[src/rtl/key_sched_iter128.sv]
`default_nettype none
// ============================================================================
// Module   : key_sched_iter128
// Purpose  : Iterative AES-128 key scheduler, one round key per handshake.
// Revision : 1.0 - initial release
// ============================================================================
module key_sched_iter128 #(
    parameter int NR    = 10,
    parameter int KEY_W = 128
) (
    input  logic                      clk,
    input  logic                      rst,
    input  logic                      key_valid,
    output logic                      key_ready,
    input  logic [KEY_W-1:0]          Key,
    output logic                      rk_valid,
    input  logic                      rk_ready,
    output logic [KEY_W-1:0]          round_key,
    output logic [3:0]                rk_idx,
    output logic                      sched_valid,
    output logic [(NR+1)*KEY_W-1:0]   KeySchedule
);

    localparam logic [3:0] c_LAST_IDX = 4'(NR);

    // AES S-box, entry 0 in the most significant byte.
    localparam logic [2047:0] c_SBOX = {
        128'h637c777bf26b6fc53001672bfed7ab76,
        128'hca82c97dfa5947f0add4a2af9ca472c0,
        128'hb7fd9326363ff7cc34a5e5f171d83115,
        128'h04c723c31896059a071280e2eb27b275,
        128'h09832c1a1b6e5aa0523bd6b329e32f84,
        128'h53d100ed20fcb15b6acbbe394a4c58cf,
        128'hd0efaafb434d338545f9027f503c9fa8,
        128'h51a3408f929d38f5bcb6da2110fff3d2,
        128'hcd0c13ec5f974417c4a77e3d645d1973,
        128'h60814fdc222a908846eeb814de5e0bdb,
        128'he0323a0a4906245cc2d3ac629195e479,
        128'he7c8376d8dd54ea96c56f4ea657aae08,
        128'hba78252e1ca6b4c6e8dd741f4bbd8b8a,
        128'h703eb5664803f60e613557b986c11d9e,
        128'he1f8981169d98e949b1e87e9ce5528df,
        128'h8ca1890dbfe6426841992d0fb054bb16
    };

    function automatic logic [7:0] sbox(input logic [7:0] x);
        int pos;
        pos = 2047 - 8 * int'(x);
        return c_SBOX[pos -: 8];
    endfunction

    function automatic logic [7:0] xtime(input logic [7:0] b);
        return {b[6:0], 1'b0} ^ (b[7] ? 8'h1b : 8'h00);
    endfunction

    typedef enum logic [0:0] {
        S_IDLE = 1'b0,
        S_EMIT = 1'b1
    } state_t;

    state_t                     state_q, state_d;
    logic [KEY_W-1:0]           rk_q, rk_d;
    logic [3:0]                 idx_q, idx_d;
    logic [7:0]                 rcon_q, rcon_d;
    logic                       sched_valid_q, sched_valid_d;
    logic [(NR+1)*KEY_W-1:0]    sched_q, sched_d;

    // Word 0 / byte 0 sit at the most significant end of the key.
    logic [31:0] w_w0, w_w1, w_w2, w_w3;
    logic [31:0] w_rot, w_sub, w_t;
    logic [31:0] w_n0, w_n1, w_n2, w_n3;
    logic [KEY_W-1:0] w_next;
    logic [3:0]  w_idx_inc;

    assign w_w0  = rk_q[127:96];
    assign w_w1  = rk_q[95:64];
    assign w_w2  = rk_q[63:32];
    assign w_w3  = rk_q[31:0];
    assign w_rot = {w_w3[23:0], w_w3[31:24]};

    for (genvar k = 0; k < 4; k++) begin : g_sbox
        assign w_sub[8*k +: 8] = sbox(w_rot[8*k +: 8]);
    end

    assign w_t       = w_sub ^ {rcon_q, 24'h000000};
    assign w_n0      = w_w0 ^ w_t;
    assign w_n1      = w_w1 ^ w_n0;
    assign w_n2      = w_w2 ^ w_n1;
    assign w_n3      = w_w3 ^ w_n2;
    assign w_next    = {w_n0, w_n1, w_n2, w_n3};
    assign w_idx_inc = idx_q + 4'd1;

    always_comb begin
        state_d       = state_q;
        rk_d          = rk_q;
        idx_d         = idx_q;
        rcon_d        = rcon_q;
        sched_valid_d = sched_valid_q;
        sched_d       = sched_q;
        case (state_q)
            S_IDLE: begin
                if (key_valid) begin
                    state_d             = S_EMIT;
                    rk_d                = Key;
                    idx_d               = 4'd0;
                    sched_d[0 +: KEY_W] = Key;
                    sched_valid_d       = 1'b0;
                    rcon_d              = 8'h01;
                end
            end
            S_EMIT: begin
                if (rk_ready) begin
                    if (idx_q == c_LAST_IDX) begin
                        state_d       = S_IDLE;
                        sched_valid_d = 1'b1;
                    end else begin
                        rk_d   = w_next;
                        idx_d  = w_idx_inc;
                        rcon_d = xtime(rcon_q);
                        for (int i = 1; i <= NR; i++) begin
                            if (w_idx_inc == 4'(i)) begin
                                sched_d[i*KEY_W +: KEY_W] = w_next;
                            end
                        end
                    end
                end
            end
            default: state_d = S_IDLE;
        endcase
    end

    always_ff @(posedge clk) begin
        if (rst) begin
            state_q       <= S_IDLE;
            rk_q          <= '0;
            idx_q         <= 4'd0;
            rcon_q        <= 8'h01;
            sched_valid_q <= 1'b0;
            sched_q       <= '0;
        end else begin
            state_q       <= state_d;
            rk_q          <= rk_d;
            idx_q         <= idx_d;
            rcon_q        <= rcon_d;
            sched_valid_q <= sched_valid_d;
            sched_q       <= sched_d;
        end
    end

    assign key_ready   = (state_q == S_IDLE);
    assign rk_valid    = (state_q == S_EMIT);
    assign round_key   = rk_q;
    assign rk_idx      = idx_q;
    assign sched_valid = sched_valid_q;
    assign KeySchedule = sched_q;

endmodule
`default_nettype wire

[config.mk]
export PLATFORM = sky130hd
export DESIGN_NAME = key_sched_iter128
export DESIGN_NICKNAME = d
export VERILOG_FILES = /design/src/rtl/key_sched_iter128.sv
export SDC_FILE = /design/constraint.sdc
export NUM_CORES = 2
export LEC_CHECK = 0
export ABC_AREA = 1
export CAP_MARGIN = 20
export CORE_AREA = 2 2 659 661
export DETAILED_ROUTE_END_ITERATION = 7
export DIE_AREA = 0 0 661 663
export PLACE_DENSITY_LB_ADDON = 0.1
export SYNTH_ARGS = -nofsm -noshare
export SYNTH_HDL_FRONTEND = slang
export SYNTH_SLANG_ARGS = --single-unit
[constraint.sdc]
create_clock -name clk -period 6.65 [get_ports clk]
set_input_delay 1.33 -clock clk [delete_from_list [all_inputs] [get_ports clk]]
set_output_delay 1.33 -clock clk [all_outputs]
set_load 0.02 [all_outputs]
After elaboration in Yosys (flattened, before gate mapping)

Cells that the tools add are included.

Register bits after elaboration: 1550
Bits in latches: 0
RAM bits: 0
Memory bits (read-only): 0
Output and inout bits: 1543
Word-level logic and storage cells: 82
Memories: 0

$add $sub $neg: 5
Multiply operators: 0
Divide/modulo/power cells: 0
$lt $le $gt $ge: 0
Eq/ne operators: 15
Shift operators: 4
Mux-type cells: 21
Bitwise gates (word level): 8
Reduce and logical (&&, ||, !) cells: 13

Operators by type and width:

| cell                                                           | count |
|---|---|
| variable part select 2055 x 12 -> 8 bit (first input constant) | 4 |
| 2-to-1 mux 128 bit                                             | 3 |
| case mux 128 bit (2 select lines)                              | 1 |
| bitwise XOR 32 bit                                             | 5 |
| subtractor 11 x 11 -> 12 bit (first input constant)            | 4 |
| AND reduction 4 bit                                            | 10 |
| 2-to-1 mux 8 bit                                               | 3 |
| equality test 4 x 3 -> 1 bit (second input constant)           | 4 |
| equality test 4 bit (second input constant)                    | 4 |
| case mux 8 bit (2 select lines)                                | 1 |
| 2-to-1 mux 4 bit                                               | 3 |
| equality test 4 x 2 -> 1 bit (second input constant)           | 2 |
| case mux 4 bit (2 select lines)                                | 1 |
| bitwise XOR 8 x 5 -> 8 bit                                     | 1 |
| 2-to-1 mux 1 bit                                               | 6 |
| != test 2 bit (second input constant)                          | 3 |
| AND reduction 3 bit                                            | 2 |
| 2-to-1 mux 5 bit                                               | 1 |
| adder 4 x 1 -> 4 bit (second input constant)                   | 1 |
| equality test 4 x 1 -> 1 bit (second input constant)           | 1 |
| case mux 1 bit (2 select lines)                                | 2 |
| != test 2 x 1 -> 1 bit (second input constant)                 | 1 |
| NOT 1 bit                                                      | 2 |
| AND reduction 2 bit                                            | 1 |

Depth between registers and ports, before layout

Depth in word-level cells: 10
Gate-level depth with buffers: 24
Gate-level depth less buffers: 22

Worst setup path after synthesis

Ideal clock, no wire load.

Path kind: reg-to-reg
From: reg rk_q[1] (netlist: round_key[1])
To: reg sched_q[1038] (netlist: KeySchedule[1038])
Arrival: 2987 ps
Required time: 6535 ps
Slack: 3547 ps
Cell stages (with the launch flop): 25
Period minus slack after synthesis: 3103 ps
Cell sequence: dfxtp_1 > buf_4 > inv_1 > ha_1 > inv_1 > nand2_1 > nand2_1 > inv_1 > nand2_1 > nand3_1 > nand3_1 > nand3_1 > nand3_1 > nand2_1 > nand2_1 > nand2_1 > nand2_1 > nand2_1 > nand2_1 > nand2_1 > nand2_1 > nand2_1 > buf_6 > o21ai_0 > inv_1

Longest elaborated chain between the ends: 7

RTL lines:

| what                                    | line | text |
|---|---|---|
| start, declared                         | 62   | `logic [KEY_W-1:0] rk_q, rk_d;` |
| start signal, assigned                  | 142  | `rk_q <= rk_d;` |
| subtractor 11 x 11 -> 12 bit            | 48   | `pos = 2047 - 8 * int'(x);` |
| variable part select 2055 x 12 -> 8 bit | 49   | `return c_SBOX[pos -: 8];` |
| bitwise XOR 32 bit                      | 85   | `assign w_t = w_sub ^ {rcon_q, 24'h000000};` |
| bitwise XOR 32 bit                      | 86   | `assign w_n0 = w_w0 ^ w_t;` |
| bitwise XOR 32 bit                      | 87   | `assign w_n1 = w_w1 ^ w_n0;` |
| bitwise XOR 32 bit                      | 88   | `assign w_n2 = w_w2 ^ w_n1;` |
| bitwise XOR 32 bit                      | 89   | `assign w_n3 = w_w3 ^ w_n2;` |
| end signal, assigned                    | 146  | `sched_q <= sched_d;` |
| end, declared                           | 66   | `logic [(NR+1)*KEY_W-1:0] sched_q, sched_d;` |

Every way passes these cells.
A chain may end at the register's enable or synchronous reset.

Worst setup path after layout

From: reg rk_q[24] (netlist: round_key[24])
To: reg sched_q[645] (netlist: KeySchedule[645])

The elaborated chain is that of the path after synthesis.

==> impl_metrics.csv <==
group,metric,value,unit
pwr,total_power,30.7,mW
critical_path,worstReg2RegEnd,"KeySchedule[645]",
drt,route.final.wire_length,558000,um
die,fp.dieArea,0.438,mm^2
critical_path,critical_path.startpoint_type,"flop",
clock_network,tritoncts,"done",
timing,totalNegativeSetupSlack,0,ns
die,core-area,0.432,mm^2
critical_path,worst_setup_path_endpoint,"KeySchedule[645]",
clock_network,cts_resized,0,
synthesis,synthTopCellsByArea,"sky130_fd_sc_hd__dfxtp_1 42%, sky130_fd_sc_hd__nor2_1 9.8%, sky130_fd_sc_hd__nand3_1 9.4%, sky130_fd_sc_hd__inv_1 7.9%, sky130_fd_sc_hd__nand2_1 7.4%",
clock_network,holdBufCountCts,0,
critical_path,setup.worst_path.class,"flop to flop",
pwr,switchingPower,12.7,mW
drt,initialDrtViolationCount,7204,
finish,layout.cells.non_filler,18100,
critical_path,r2r_start,"round_key[24]",
synthesis,post_synth_instance_area,0.0734,mm^2
critical_path,worst-r2r-cell-count,21,
critical_path,critPathMaxFanout,12,
clock_network,max-clock-path-buffers,4,
die,placementRows,242,
critical_path,timing.reg2reg.setup_slack,1.46,ns
synthesis,post-synth-top-area-cell,"sky130_fd_sc_hd__dfxtp_1",
grt,antenna_violations_before_repair,60,
clock_network,ctsRootBufferMaster,"sky130_fd_sc_hd__clkbuf_16",
synthesis,synth_async_sr_flop_share,0,%
die,die_width,661,um
drt,detail_route.wl_per_cell,30.8,um
pwr,power_density,298,mW/mm^2
pwr,seqPwrFrac,31.7,%
drt,vias_after_detailed_routing,78800,
pwr,max_ir_drop_vdd,0.223,mV
pwr,cell_internal_pwr,18.0,mW
job,max-cap-violations,0,
timing,final.period_utilization,78.0,%
finish,area.growth.synth_to_final,40.4,%
timing,setup-violations-final,0,
timing,unrepaired_setup_endpoints_after_global_routing,"false",
placement,place.port_buffers,1674,
drt,drc_errors,0,
clock_network,h-tree-depth,4,
grt,largest_net_degree_at_the_start_of_global_routing,211,
drt,vias_per_cell,4.35,
synthesis,synth_warnings,0,
timing,timing.clock.skew,0.0894,ns
finish,nNetsFinal,12400,
synthesis,synthDominantCellAreaShare,42.3,%
grt,globalRouteTotalUtil,24.5,%
timing,final_period_minus_worst_setup_slack,5.19,ns
synthesis,yosysSeqAreaShare,42.3,%
critical_path,arrival_worst_endpoint,5.99,ns
pwr,comb_power_share,30.0,%
clock_network,cts_inserted_buffers,210,
timing,worst-slew-pin-transition,1.30,ns
placement,post_place_cells,17700,
clock_network,cts_num_sinks,1550,
outcome,run_status,"completed",
timing,relSlewSlack,13.5,%
min_path,worst_hold_path_type,"flop to flop",
pwr,p_clk_share,38.3,%
placement,gp_congestion,0.969,
synthesis,synth-edff-count,0,
clock_network,worst_setup_hold_path_clk_slew,0.06,ns
synthesis,ys_dominant_reg_cell,"sky130_fd_sc_hd__dfxtp_1",
die,num_io_pins,1675,
synthesis,synth.lib_cells_used.distinct,37,
grt,grt_remaining_overflow,0,
drt,drtPass1Iterations,6,
critical_path,cp.required,7.45,ns
die,starting_utilization_of_the_core_area,17.0,%
finish,post_route_cells_drive_above_1_share,6.20,%
placement,dp.final_hpwl,418000,um
drt,antenna_violating_nets_post_route,0,
synthesis,ys_seq_elements,1550,
grt,global_route_wire_length_before_repair,735000,um
critical_path,endpoint_kind,"flop",
finish,final.fill_count,48300,
pwr,power_leakage,48.0,nW
critical_path,startpoint,"round_key[24]",
grt,number_of_global_route_vias_before_repair,74700,
die,chipHeight,663,um
pwr,power.switching_fraction,41.2,%
timing,max_freq,0.193,GHz
clock_network,clkLatencyLatePin,0.93,ns
synthesis,synth_fp_nets,11100,
finish,sequential_cell_area_in_the_final_layout,0.0310,mm^2
timing,report.final.slew_viol_count,0,
clock_network,post_cts.repair.setup_buffers,0,
finish,area_occupied_by_multi_input_gates,0.0327,mm^2
timing,hold_viol_final,0,
synthesis,synthCells,10900,
synthesis,syn_area_per_cell,6.74,um^2
[power by group through the flow]
stage	registers, mW	clock network, mW	logic (mW)
floorplan	10.1	0	3.33
global placement	9.95	0	9.44
detailed placement	9.95	0	9.38
CTS	9.74	12.2	9.40
global route	9.77	12.5	9.61
finish	9.75	11.8	9.21
[through the flow]
| step | utilization, % | hold slack, ns | area, um^2 | setup WS, ns |
|---|---|---|---|---|
| after global routing | 23.8 | 0.504 | 103000 | 1.17 |
| after floorplan | - | 0.466 | 73400 | 3.55 |
| after global placement | 22.2 | 0.458 | 95900 | 1.47 |
| after detailed placement | 22.2 | 0.462 | 96000 | 1.48 |
| after CTS | 23.8 | 0.471 | 103000 | 1.47 |
| final | 23.8 | 0.473 | 103000 | 1.46 |
[cells by family (layout without fill, tap and decap cells)]
family          after synthesis  after routing  synth area share [%]
simple gates               4875           4875                  27.8
fa+ha+maj                    66             66                  1.13
xor+xnor                     13             13                 0.155
other cells                   0             39                     0
compound gates             1934           1934                  15.2
buf+inv                    2449           3900                  13.4
flops                      1550           1550                  42.3
[cell usage in the layout (no fill, tap or decap), drive strengths merged, types with 3 or more instances in the layout]
cell type         n
a211oi           13
a21oi           369
a221oi           37
a31oi             4
buf             239
bufinv            9
clkbuf          324
clkdlybuf4s50  1673
clkinv           71
clkinvlp          3
dfxtp          1550
diode            39
ha               66
inv            1581
nand2          1515
nand3          1393
nand3b           12
nand4            18
nor2           1931
nor3              4
o211ai          504
o21ai          1005
xor2             11
[worst min-delay path by stage]
stage                                from  cells past startpoint  slack [ns]              end
after floorplan                 rcon_q[1]                      2        0.47        rcon_q[1]
after global placement    KeySchedule[38]                      2        0.46  KeySchedule[38]
after detailed placement  KeySchedule[38]                      2        0.46  KeySchedule[38]
after CTS                 KeySchedule[38]                      2        0.47  KeySchedule[38]
after global routing      KeySchedule[23]                      2        0.50  KeySchedule[23]
final                     KeySchedule[38]                      2        0.47  KeySchedule[38]
[worst max-delay path, stage by stage (launching register included)]
cell                       delay [ns]
sky130_fd_sc_hd__dfxtp_1         0.76
sky130_fd_sc_hd__inv_2           0.29
sky130_fd_sc_hd__ha_1            0.56
sky130_fd_sc_hd__inv_1           0.14
sky130_fd_sc_hd__nand2_1         0.34
sky130_fd_sc_hd__nand2_1         0.09
sky130_fd_sc_hd__nand3_1         0.07
sky130_fd_sc_hd__nand2_1         0.06
sky130_fd_sc_hd__nand3_1         0.07
sky130_fd_sc_hd__nand3_1         0.12
sky130_fd_sc_hd__nand2_1         0.10
sky130_fd_sc_hd__nand2_1         0.07
sky130_fd_sc_hd__nand2_1         0.09
sky130_fd_sc_hd__nand2_1         0.08
sky130_fd_sc_hd__nand2_2         0.06
sky130_fd_sc_hd__buf_4           0.29
sky130_fd_sc_hd__nand2_2         0.11
sky130_fd_sc_hd__nand2_2         0.49
sky130_fd_sc_hd__nand2_2         0.56
sky130_fd_sc_hd__nand3_1         0.46
sky130_fd_sc_hd__o211ai_1        0.14
sky130_fd_sc_hd__inv_1           0.09
[sequential cells by signal (all words and copies together), names as in the netlist]
name,flops
rcon_q,8
rk_idx,4
round_key,128
rk_valid,1
sched_valid,1
KeySchedule,1408
[layer usage]
layer	wire length (um)	track usage, %
met1	222000	28.8
met2	267000	41.8
met5	10	0
met4	28700	10.9
met3	40800	6.05
[cells in the mapped netlist (18+ instances only)]
library cell / count
sky130_fd_sc_hd__nor2_1: 1918
sky130_fd_sc_hd__dfxtp_1: 1550
sky130_fd_sc_hd__inv_1: 1543
sky130_fd_sc_hd__nand2_1: 1443
sky130_fd_sc_hd__nand3_1: 1382
sky130_fd_sc_hd__o21ai_0: 917
sky130_fd_sc_hd__o211ai_1: 504
sky130_fd_sc_hd__clkbuf_1: 503
sky130_fd_sc_hd__a21oi_1: 366
sky130_fd_sc_hd__buf_2: 184
sky130_fd_sc_hd__o21ai_1: 88
sky130_fd_sc_hd__buf_1: 71
sky130_fd_sc_hd__nand2_2: 71
sky130_fd_sc_hd__ha_1: 66
sky130_fd_sc_hd__buf_4: 57
sky130_fd_sc_hd__a221oi_1: 37
sky130_fd_sc_hd__inv_2: 35
sky130_fd_sc_hd__clkinv_1: 31
sky130_fd_sc_hd__buf_6: 24
sky130_fd_sc_hd__nand4_1: 18
[final cells by class]
cell class                      count  share of cell area, %
Clock buffer                      324                   6.05
Timing Repair Buffer             1912                   18.4
Inverter                         1610                   5.91
Multi-Input combinational cell   6888                   31.8
Sequential cell                  1550                   30.1
Tap cell                         5734                   6.97
Antenna cell                       39                 0.0948
Clock inverter                     54                  0.614
(Power assumes the default switching activity.)
